[src/rtl/bit_sync_pkg.sv]
// bit_sync_pkg: shared constants and helpers for the bit_sync_filt slice.
//   cnt_width()      : filter counter width, clog2(n) with a floor of 1 bit.
//   MIN_NUM_STAGES   : smallest legal synchronizer depth.
//   MIN_FILTER_CNT   : smallest legal filter length.
package bit_sync_pkg;

    localparam int unsigned MIN_NUM_STAGES = 2;
    localparam int unsigned MIN_FILTER_CNT = 1;

    function automatic int unsigned cnt_width(input int unsigned n);
        int unsigned w;
        w = $clog2(n);
        return (w < 1) ? 1 : w;
    endfunction

endpackage

[src/rtl/bit_sync_filt_ch.sv]
// bit_sync_filt_ch: single-channel glitch filter with optional edge pulses.
//   clk   : destination-domain clock
//   rst   : synchronous, active-high reset
//   raw   : synchronized (unfiltered) level from the flop chain
//   sync  : filtered level; follows raw once it has differed for FILTER_CNT cycles
//   rise  : one-cycle pulse when sync goes 0->1 (only with BIT_SYNC_FILT_EDGE_EN)
//   fall  : one-cycle pulse when sync goes 1->0 (only with BIT_SYNC_FILT_EDGE_EN)
// Build option: BIT_SYNC_FILT_EDGE_EN enables the rise/fall registers; when
// undefined both outputs are constant 0.
module bit_sync_filt_ch
    import bit_sync_pkg::*;
#(
    parameter int unsigned FILTER_CNT = 3
) (
    input  logic clk,
    input  logic rst,
    input  logic raw,
    output logic sync,
    output logic rise,
    output logic fall
);

    localparam int unsigned    CW      = cnt_width(FILTER_CNT);
    localparam logic [CW-1:0]  CNT_MAX = CW'(FILTER_CNT - 1);

    logic          filt;
    logic          filt_nxt;
    logic [CW-1:0] cnt;
    logic [CW-1:0] cnt_nxt;

    // Any return of raw to the held level restarts the count; the counter
    // tops out at CNT_MAX, where the new level is accepted.
    always_comb begin
        filt_nxt = filt;
        cnt_nxt  = cnt;
        if (raw == filt) begin
            cnt_nxt = '0;
        end else if (cnt == CNT_MAX) begin
            filt_nxt = raw;
            cnt_nxt  = '0;
        end else begin
            cnt_nxt = cnt + CW'(1);
        end
    end

    always_ff @(posedge clk) begin
        if (rst) begin
            filt <= 1'b0;
            cnt  <= '0;
        end else begin
            filt <= filt_nxt;
            cnt  <= cnt_nxt;
        end
    end

    assign sync = filt;

`ifdef BIT_SYNC_FILT_EDGE_EN
    logic accept;
    logic rise_q;
    logic fall_q;

    // Pulses are registered on the same edge that updates filt.
    assign accept = (raw != filt) && (cnt == CNT_MAX);

    always_ff @(posedge clk) begin
        if (rst) begin
            rise_q <= 1'b0;
            fall_q <= 1'b0;
        end else begin
            rise_q <= accept &  raw;
            fall_q <= accept & ~raw;
        end
    end

    assign rise = rise_q;
    assign fall = fall_q;
`else
    assign rise = 1'b0;
    assign fall = 1'b0;
`endif

endmodule

[src/rtl/bit_sync_filt.sv]
// bit_sync_filt: multi-channel level synchronizer with glitch filter.
//   clk   : destination-domain clock
//   rst   : synchronous, active-high reset
//   async : BUS_WIDTH independent asynchronous inputs
//   sync  : synchronized, filtered level per channel
//   rise  : one-cycle pulse per channel on sync 0->1
//   fall  : one-cycle pulse per channel on sync 1->0
// Build option: BIT_SYNC_FILT_EDGE_EN enables rise/fall; when undefined they
// are tied to 0. sync timing is the same in both builds.
// Latency: NUM_STAGES-1+FILTER_CNT edges from the stage0 sampling edge.
module bit_sync_filt
    import bit_sync_pkg::*;
#(
    parameter int unsigned BUS_WIDTH  = 4,
    parameter int unsigned NUM_STAGES = 2,
    parameter int unsigned FILTER_CNT = 3
) (
    input  logic                 clk,
    input  logic                 rst,
    input  logic [BUS_WIDTH-1:0] async,
    output logic [BUS_WIDTH-1:0] sync,
    output logic [BUS_WIDTH-1:0] rise,
    output logic [BUS_WIDTH-1:0] fall
);

    if (BUS_WIDTH < 1) begin : g_bad_width
        $error("bit_sync_filt: BUS_WIDTH must be >= 1");
    end
    if (NUM_STAGES < MIN_NUM_STAGES) begin : g_bad_stages
        $error("bit_sync_filt: NUM_STAGES below minimum");
    end
    if (FILTER_CNT < MIN_FILTER_CNT) begin : g_bad_filter
        $error("bit_sync_filt: FILTER_CNT below minimum");
    end

    // Plain flop chain, no logic between stages.
    logic [BUS_WIDTH-1:0] stage [NUM_STAGES];

    always_ff @(posedge clk) begin
        if (rst) begin
            for (int unsigned k = 0; k < NUM_STAGES; k++) begin
                stage[k] <= '0;
            end
        end else begin
            stage[0] <= async;
            for (int unsigned k = 1; k < NUM_STAGES; k++) begin
                stage[k] <= stage[k-1];
            end
        end
    end

    for (genvar i = 0; i < BUS_WIDTH; i++) begin : g_ch
        bit_sync_filt_ch #(
            .FILTER_CNT(FILTER_CNT)
        ) u_ch (
            .clk  (clk),
            .rst  (rst),
            .raw  (stage[NUM_STAGES-1][i]),
            .sync (sync[i]),
            .rise (rise[i]),
            .fall (fall[i])
        );
    end

endmodule

[config.mk]
export PLATFORM = sky130hd
export DESIGN_NAME = bit_sync_filt
export DESIGN_NICKNAME = d
export VERILOG_FILES = /design/src/rtl/bit_sync_pkg.sv /design/src/rtl/bit_sync_filt_ch.sv /design/src/rtl/bit_sync_filt.sv
export SDC_FILE = /design/constraint.sdc
export NUM_CORES = 1
export LEC_CHECK = 0
export ABC_CLOCK_PERIOD_IN_PS = 900
export CORE_MARGIN = 5
export CORE_UTILIZATION = 41
export DETAILED_ROUTE_END_ITERATION = 6
export PLACE_DENSITY = 0.71
export SETUP_SLACK_MARGIN = 0.1
export SYNTH_ARGS = -nofsm -noshare
export SYNTH_HDL_FRONTEND = slang
export SYNTH_HIERARCHICAL = 1
export SYNTH_SLANG_ARGS = --single-unit
[constraint.sdc]
create_clock -name clk -period 0.9 [get_ports clk]
set_input_delay 0.225 -clock clk [delete_from_list [all_inputs] [get_ports clk]]
set_output_delay 0.225 -clock clk [all_outputs]
set_load 0.03 [all_outputs]
Word-level counts from Yosys, hierarchy flattened --
Memory sizes are Yosys's and may differ from the RTL's. Cells that the tools add are included.
Operators by class: $add $sub $neg 4, equal/unequal tests 8, muxes and demuxes 5, bitwise logic cells 6, reduce and logical (&&, ||, !) cells 8
Operators by type and width (number):
- 3-bit OR reduction | 4
- 2-bit by 1-bit adder with 2-bit output, second input constant | 4
- 2-bit equality test, second input constant | 4
- 4-bit 2-to-1 mux | 2
- 2-bit AND reduction | 4
- 1-bit equality test | 4
- 1-bit inverter | 4
- 1-bit 2-to-1 mux | 3
- 1-bit OR | 2
Storage, ports and cells: register bits after elaboration 12, bits in writable memories 8, input bits 6, logic and storage cells 40, memories 1
Memories:
- stage | depth 2, bits a word 4, read ports 2, clocked after Yosys merged registers in 0, write ports 2, RTL line bit_sync_filt.sv:37 | logic [BUS_WIDTH-1:0] stage [NUM_STAGES];

Logic depth before layout (Yosys ltp) --
Gate-level depths: netlist (run 1). An unclocked memory read counts as a cell.
word-level depth 4, depth in mapped cells 4, gate-level depth less buffers 4

Cells and area by module --
Netlist (run 1), hierarchy kept.
Modules (own cells, without submodules):
- bit_sync_filt_ch | times used 4, cells each 13, area an instance 130.1 µm², seq. area each 60.1 µm²
- bit_sync_filt | times used 1, cells each 16, area an instance 210.2 µm², seq. area each 160.2 µm²

Worst setup path after synthesis (run 1) --
Ideal clock, no wire load.
path type register to register, start reg g_ch[0].u_ch.cnt[0], end reg g_ch[0].u_ch.cnt[1], arrival time 0.839 ns, required time 0.808 ns, setup slack -0.031 ns, stages on the path, launching flop included 4, buffers on the path 0, period minus slack after synthesis 0.931 ns, cell sequence dfxtp_1 inv_1 ha_1 nor4_1
On the way: cells in the longest elaborated chain, start to end 2, elaborated cells on any way between the ends 3
Ends and longest elaborated chain:
- from (decl) | RTL line bit_sync_filt_ch.sv:28 | logic [CW-1:0] cnt;
- from (signal assigned) | RTL line bit_sync_filt_ch.sv:52 | cnt <= cnt_nxt;
- 2-bit equality test | RTL line bit_sync_filt_ch.sv:38 | end else if (cnt == CNT_MAX) begin
- 3-bit OR reduction (no source line)
Parallel ways exist; a longest one is shown, timed or not. A chain may end at the register's enable or synchronous reset.

Worst setup path after layout (run 1) --
start reg g_ch[3].u_ch.filt, end out sync[3]
RTL lines:
- from (decl) | RTL line bit_sync_filt_ch.sv:26 | logic filt;
- from (signal assigned) | RTL line bit_sync_filt_ch.sv:51 | filt <= filt_nxt;
- to (decl) | RTL line bit_sync_filt.sv:21 | output logic [BUS_WIDTH-1:0] sync,
No word-level cell between the ends.

==> flow_summary.json, run 1 <==
{
  "post-place-ws_ns": -0.3161,
  "path_class": "reg -> out",
  "maxCapViolCount": 0,
  "powerDensity_nw_per_um2": 1395,
  "fp.dieH_um": 52.22,
  "yosysTopAreaCellShare": 0.5479,
  "syn_avg_cell_area_um2": 10.75,
  "dieArea_um2": 2726,
  "r2r_cells": 4,
  "cp.depth": 1,
  "totalWireLength_um": 1201,
  "clk_path_buf_depth": 2,
  "rows": 15,
  "min_path_type": "in -> reg",
  "cts_tree": "built",
  "violations": "setup timing",
  "grt_max_degree": 12,
  "drtIter0Drc": 1,
  "cell_internal_pwr_w": 0.001234,
  "ir_worst_vdd_mv": 0.8625,
  "period_needed_ns": 1.010,
  "crit_path_start_kind": "flop",
  "power_frac_comb": 0.104,
  "synth_seq_cells": 20,
  "drc": 0,
  "tns_ns": -0.4109,
  "fin_worst_skew_ns": 0.005516,
  "place_inst": 99,
  "swShare": 0.2231,
  "insertion_delay_ns": 0.29,
  "grt_pass1_vias": 457,
  "crit_chain": "buf_6",
  "end_kind": "output pin",
  "synthToLayoutAreaGrowth_pct": 55.82,
  "r2r-start": "g_ch[0].u_ch/cnt[0]$_SDFF_PP0_",
  "drtPass1Iterations": 2,
  "io_pins": 18,
  "synth-seq-area-share": 0.5479,
  "switching_power_w": 0.0003543,
  "rsz0062_at_grt": "true",
  "cp_num_buf_inv": 1,
  "syn_area_um2": 730.7,
  "synth_largest_area_cell": "dfxtp_1",
  "num_antenna_cells": 0,
  "crit_arrival_ns": 0.79,
  "ant_nets": 0,
  "critPathSlowestCell": "dfxtp_2",
  "drive_above_1_share": 0.5529,
  "place_congestion": 0.6876,
  "final_cells": 110,
  "ys.warnings.count": 6,
  "vias_per_cell": 4.391,
  "grt_pass1_wl_um": 1849,
  "final_max_slew_viol_count": 0,
  "yosysUniqueCellTypes": 10,
  "hpwl_um": 675,
  "setup_viol": 6,
  "outcome": "finished, violations left",
  "grt-ovfl-total": 0,
  "cpLargestDelayFamily": "flip-flops",
  "clkPwrFrac": 0.314,
  "critPathMaxFanout": 3,
  "clk_pin_slew_ns": 0.11,
  "hold_ws_ns": 0.4202,
  "setup_ws_ns": -0.1105,
  "cts_root_buf": "clkbuf_4",
  "hold_start": "rst",
  "synthTopCellsByArea": "dfxtp_1 55%, buf_4 8.2%, ha_1 6.8%, nor2b_1 6.8%, nor4_1 6.8%",
  "initial_core_util": 0.4278,
  "numPortBuffers": 9,
  "die_width_um": 52.22,
  "final_hold_viol_count": 0,
  "required_ns": 0.67,
  "post-route-period-util": 1.123,
  "grt_usage": 0.09489,
  "netlist_instances": 68,
  "seqPwrFrac": 0.582,
  "htree_levels": 1,
  "cellLeakagePower_nw": 0.4115,
  "hold_depth": 3,
  "vias": 483,
  "max_stage_delay_ns": 0.37,
  "core_um2": 1708,
  "antenna_found_initial": 0,
  "max_freq_mhz": 989.6,
  "startpoint": "g_ch[3].u_ch/sync$_SDFFE_PP0P_",
  "cts.sinks": 20,
  "wl_per_cell_um": 10.92,
  "power_w": 0.001588,
  "fin_nets": 96,
  "cts_buffers": 3
}
-- power groups by stage --
stage | registers [W] | clock network (W) | logic [W]
after floorplan | 0.000937 | 0 | 0.000100
after global placement | 0.000938 | 0 | 0.000118
after detailed placement | 0.000939 | 0 | 0.000120
after CTS | 0.000920 | 0.000518 | 0.000145
after global routing | 0.000928 | 0.000564 | 0.000176
final | 0.000924 | 0.000499 | 0.000165
-- through the flow --
step,utilization,cell area [µm²]
after global routing,0.6667,1139
final,0.6667,1139
after CTS,0.6059,1035
after detailed placement,0.5136,877.1
after global placement,0.5136,877.1
after floorplan,-,805.8
-- metal layers --
layer | global-route usage | vias up | wire length (µm) | share of wire
met4 | 0.03830 | 0 | 0 | 0
met1 | 0.1109 | 229 | 483 | 0.40
li1 | - | 242 | - | -
met2 | 0.1632 | 12 | 650 | 0.54
met5 | 0 | - | 0 | 0
met3 | 0.02564 | 0 | 68 | 0.057
-- cells by family after synthesis --
group | count (synthesis) | share of synthesized area
xor gates and xnor gates | 4 | 0.04794
adders and majority gates | 4 | 0.06850
buffers and inverters | 12 | 0.1027
DFF | 20 | 0.5479
muxes | 4 | 0.05480
other | 4 | 0.02054
and+or+nand+nor | 20 | 0.1575
-- repair_timing --
item,in CTS,in global routing
gates cloned,1,0
pin swaps,7,1
hold buffers,0,0
resized for setup,16,11
endpoints found under the setup margin,16,16
buffers inserted,3,4
-- final timing paths --
kind                                          to  slack (ns)
setup / recovery                         sync[3]       -0.11
hold / removal    g_ch[3].u_ch/cnt[0]$_SDFF_PP0_        0.42
setup reg to reg  g_ch[0].u_ch/sync$_SDFFE_PP0P_       -0.01
hold reg to reg   g_ch[0].u_ch/cnt[0]$_SDFF_PP0_        0.42
-- area by class of cell --
type                            instances  area [µm²]
Fill cell                             126       569.3
Multi-Input combinational cell         40       442.9
Sequential cell                        20       414.1
Timing Repair Buffer                   17       198.9
Clock buffer                            4       36.28
Tap cell                               25       31.28
Inverter                                4       15.01
-- state kept, by name (all words and copies together) (netlist names) --
signal          cells
g_ch.u_ch/cnt       8
stage               8
g_ch.u_ch/sync      4
-- cells in the mapped netlist --
cell,instances
ha_1,4
nor2b_1,8
conb_1,4
nor4_1,8
buf_4,8
xnor2_1,4
inv_1,4
nor2_1,4
dfxtp_1,20
mux2i_1,4
-- layout by cell type, fill, tap and decap left out, drive strengths merged, types with 4 or more instances in the layout --
| cell | count |
|---|---|
| buf | 11 |
| clkbuf | 4 |
| clkdlybuf4s50 | 4 |
| conb | 8 |
| dfxtp | 20 |
| ha | 4 |
| inv | 4 |
| mux2i | 4 |
| nor2 | 4 |
| nor2b | 8 |
| nor4 | 8 |
| xnor2 | 4 |
Power figures use the tool's default switching activity.
==> run 2, diff against run 1 <==
--- a/config.mk
+++ b/config.mk
@@ -7,9 +7,10 @@
 export LEC_CHECK = 0
 export ABC_CLOCK_PERIOD_IN_PS = 900
 export CORE_MARGIN = 5
-export CORE_UTILIZATION = 41
+export CORE_UTILIZATION = 51
 export DETAILED_ROUTE_END_ITERATION = 6
-export PLACE_DENSITY = 0.71
+export DONT_BUFFER_PORTS = 1
+export PLACE_DENSITY = 0.78
 export SETUP_SLACK_MARGIN = 0.1
 export SYNTH_ARGS = -nofsm -noshare
 export SYNTH_HDL_FRONTEND = slang
==> flow_summary.json, run 2 (same netlist as run 1, synthesis figures left out) <==
{
  "max_stage_delay_ns": 0.36,
  "maxCapViolCount": 0,
  "period_needed_ns": 1.005,
  "vias": 482,
  "cpLargestDelayFamily": "flip-flops",
  "layout_commonest_cell": "dfxtp_2",
  "final_hold_viol_count": 15,
  "totalWireLength_um": 1372,
  "drtIter0Drc": 1,
  "min_path_type": "in -> reg",
  "hold_buffers": 4,
  "dieArea_um2": 2290,
  "cp_num_buf_inv": 1,
  "post-route-period-util": 1.116,
  "final_max_slew_viol_count": 0,
  "drive_above_1_share": 0.5714,
  "critPathSlowestCell": "dfxtp_2",
  "core_um2": 1334,
  "cts_buffers": 3,
  "max_freq_mhz": 995.3,
  "violations": "hold timing, setup timing",
  "crit_path_start_kind": "flop",
  "insertion_delay_ns": 0.29,
  "grt_pass1_wl_um": 2187,
  "grt_pass1_vias": 493,
  "htree_levels": 1,
  "fin_worst_skew_ns": 0.003760,
  "initial_core_util": 0.5478,
  "grt-ovfl-total": 0,
  "grt_max_degree": 21,
  "clk_pin_slew_ns": 0.11,
  "hpwl_um": 700.7,
  "vias_per_cell": 4.869,
  "drtPass1Iterations": 2,
  "rsz0062_at_grt": "true",
  "final_cells": 99,
  "outcome": "finished, violations left",
  "cellLeakagePower_nw": 0.3953,
  "ir_worst_vdd_mv": 1.413,
  "fillCellCount": 75,
  "clk_path_buf_depth": 2,
  "die_width_um": 47.85,
  "hold_ws_ns": -0.01537,
  "path_class": "reg -> out",
  "numPortBuffers": 0,
  "seq_area_um2": 415.4,
  "cts_root_buf": "clkbuf_4",
  "crit_chain": "buf_6",
  "power_w": 0.001552,
  "r2r_slack_ns": -0.02,
  "rows": 13,
  "end_kind": "output pin",
  "cts.sinks": 20,
  "layout_common_cells": "12 x dfxtp_2, 8 x nor2b_1, 8 x conb_1, 8 x buf_4, 8 x dfxtp_1",
  "required_ns": 0.67,
  "place_congestion": 0.6088,
  "antenna_found_initial": 0,
  "place_inst": 83,
  "drc": 0,
  "multiInputGateArea_um2": 478.0,
  "fin_nets": 95,
  "wl_per_cell_um": 13.86,
  "fp.dieH_um": 47.85,
  "setup_ws_ns": -0.1047,
  "ant_nets": 0,
  "grt_usage": 0.1344,
  "r2r-start": "g_ch[1].u_ch/cnt[0]$_SDFF_PP0_",
  "startpoint": "g_ch[3].u_ch/sync$_SDFFE_PP0P_",
  "cts_tree": "built",
  "num_antenna_cells": 0,
  "synthToLayoutAreaGrowth_pct": 51.71,
  "setup_viol": 7,
  "crit_arrival_ns": 0.78,
  "io_pins": 18,
  "critPathMaxFanout": 2,
  "powerDensity_nw_per_um2": 1400,
  "hold_start": "rst"
}
## run 2: power breakdown
group          leakage (nW)  switching, W  internal [W]
combinational         0.205     0.0000746     0.0000549
clock                0.0210      0.000253      0.000246
sequential            0.169     0.0000159      0.000908
## run 2: metal layers
| metal | wire (µm) | up-vias | global-route usage |
|---|---|---|---|
| met4 | 8 | 0 | 0.03226 |
| met3 | 64 | 2 | 0.02632 |
| met5 | 0 | - | 0 |
| met1 | 616 | 228 | 0.1822 |
| li1 | - | 240 | - |
| met2 | 681 | 12 | 0.2190 |
## run 2: stage by stage
step           TNS [ns]  worst slack, ns    util  area, µm²
2_1_floorplan         0          0.09180       -      805.8
3_3_place_gp          0          0.06207  0.5957      794.5
3_5_place_dp          0          0.03021  0.5957      794.5
4_1_cts         -0.3908          -0.1146  0.7627       1017
5_1_grt          -1.126          -0.1539  0.8311       1109
6_report        -0.4419          -0.1047  0.8311       1109
## run 2: final timing paths
path                                         end  cells after the start
setup / recovery                         sync[3]                      1
hold / removal    g_ch[1].u_ch/sync$_SDFFE_PP0P_                      1
setup reg to reg  g_ch[1].u_ch/cnt[1]$_SDFF_PP0_                      3
hold reg to reg   g_ch[3].u_ch/cnt[0]$_SDFF_PP0_                      1
## run 2: layout make-up
type | count | share of cell area
multi-input cells | 40 | 0.4312
flip-flops and latches | 20 | 0.3747
repair buffers | 16 | 0.1309
clock buffers | 4 | 0.03273
well taps | 15 | 0.01693
inverters | 4 | 0.01354
## run 2: timing repair
| item | CTS | global route |
|---|---|---|
| gates cloned | 0 | 0 |
| endpoints found under the hold margin | 20 | 16 |
| buffers inserted | 7 | 1 |
| endpoints found under the setup margin | 16 | 16 |
| pin swaps | 0 | 1 |
| gates resized for setup | 19 | 9 |
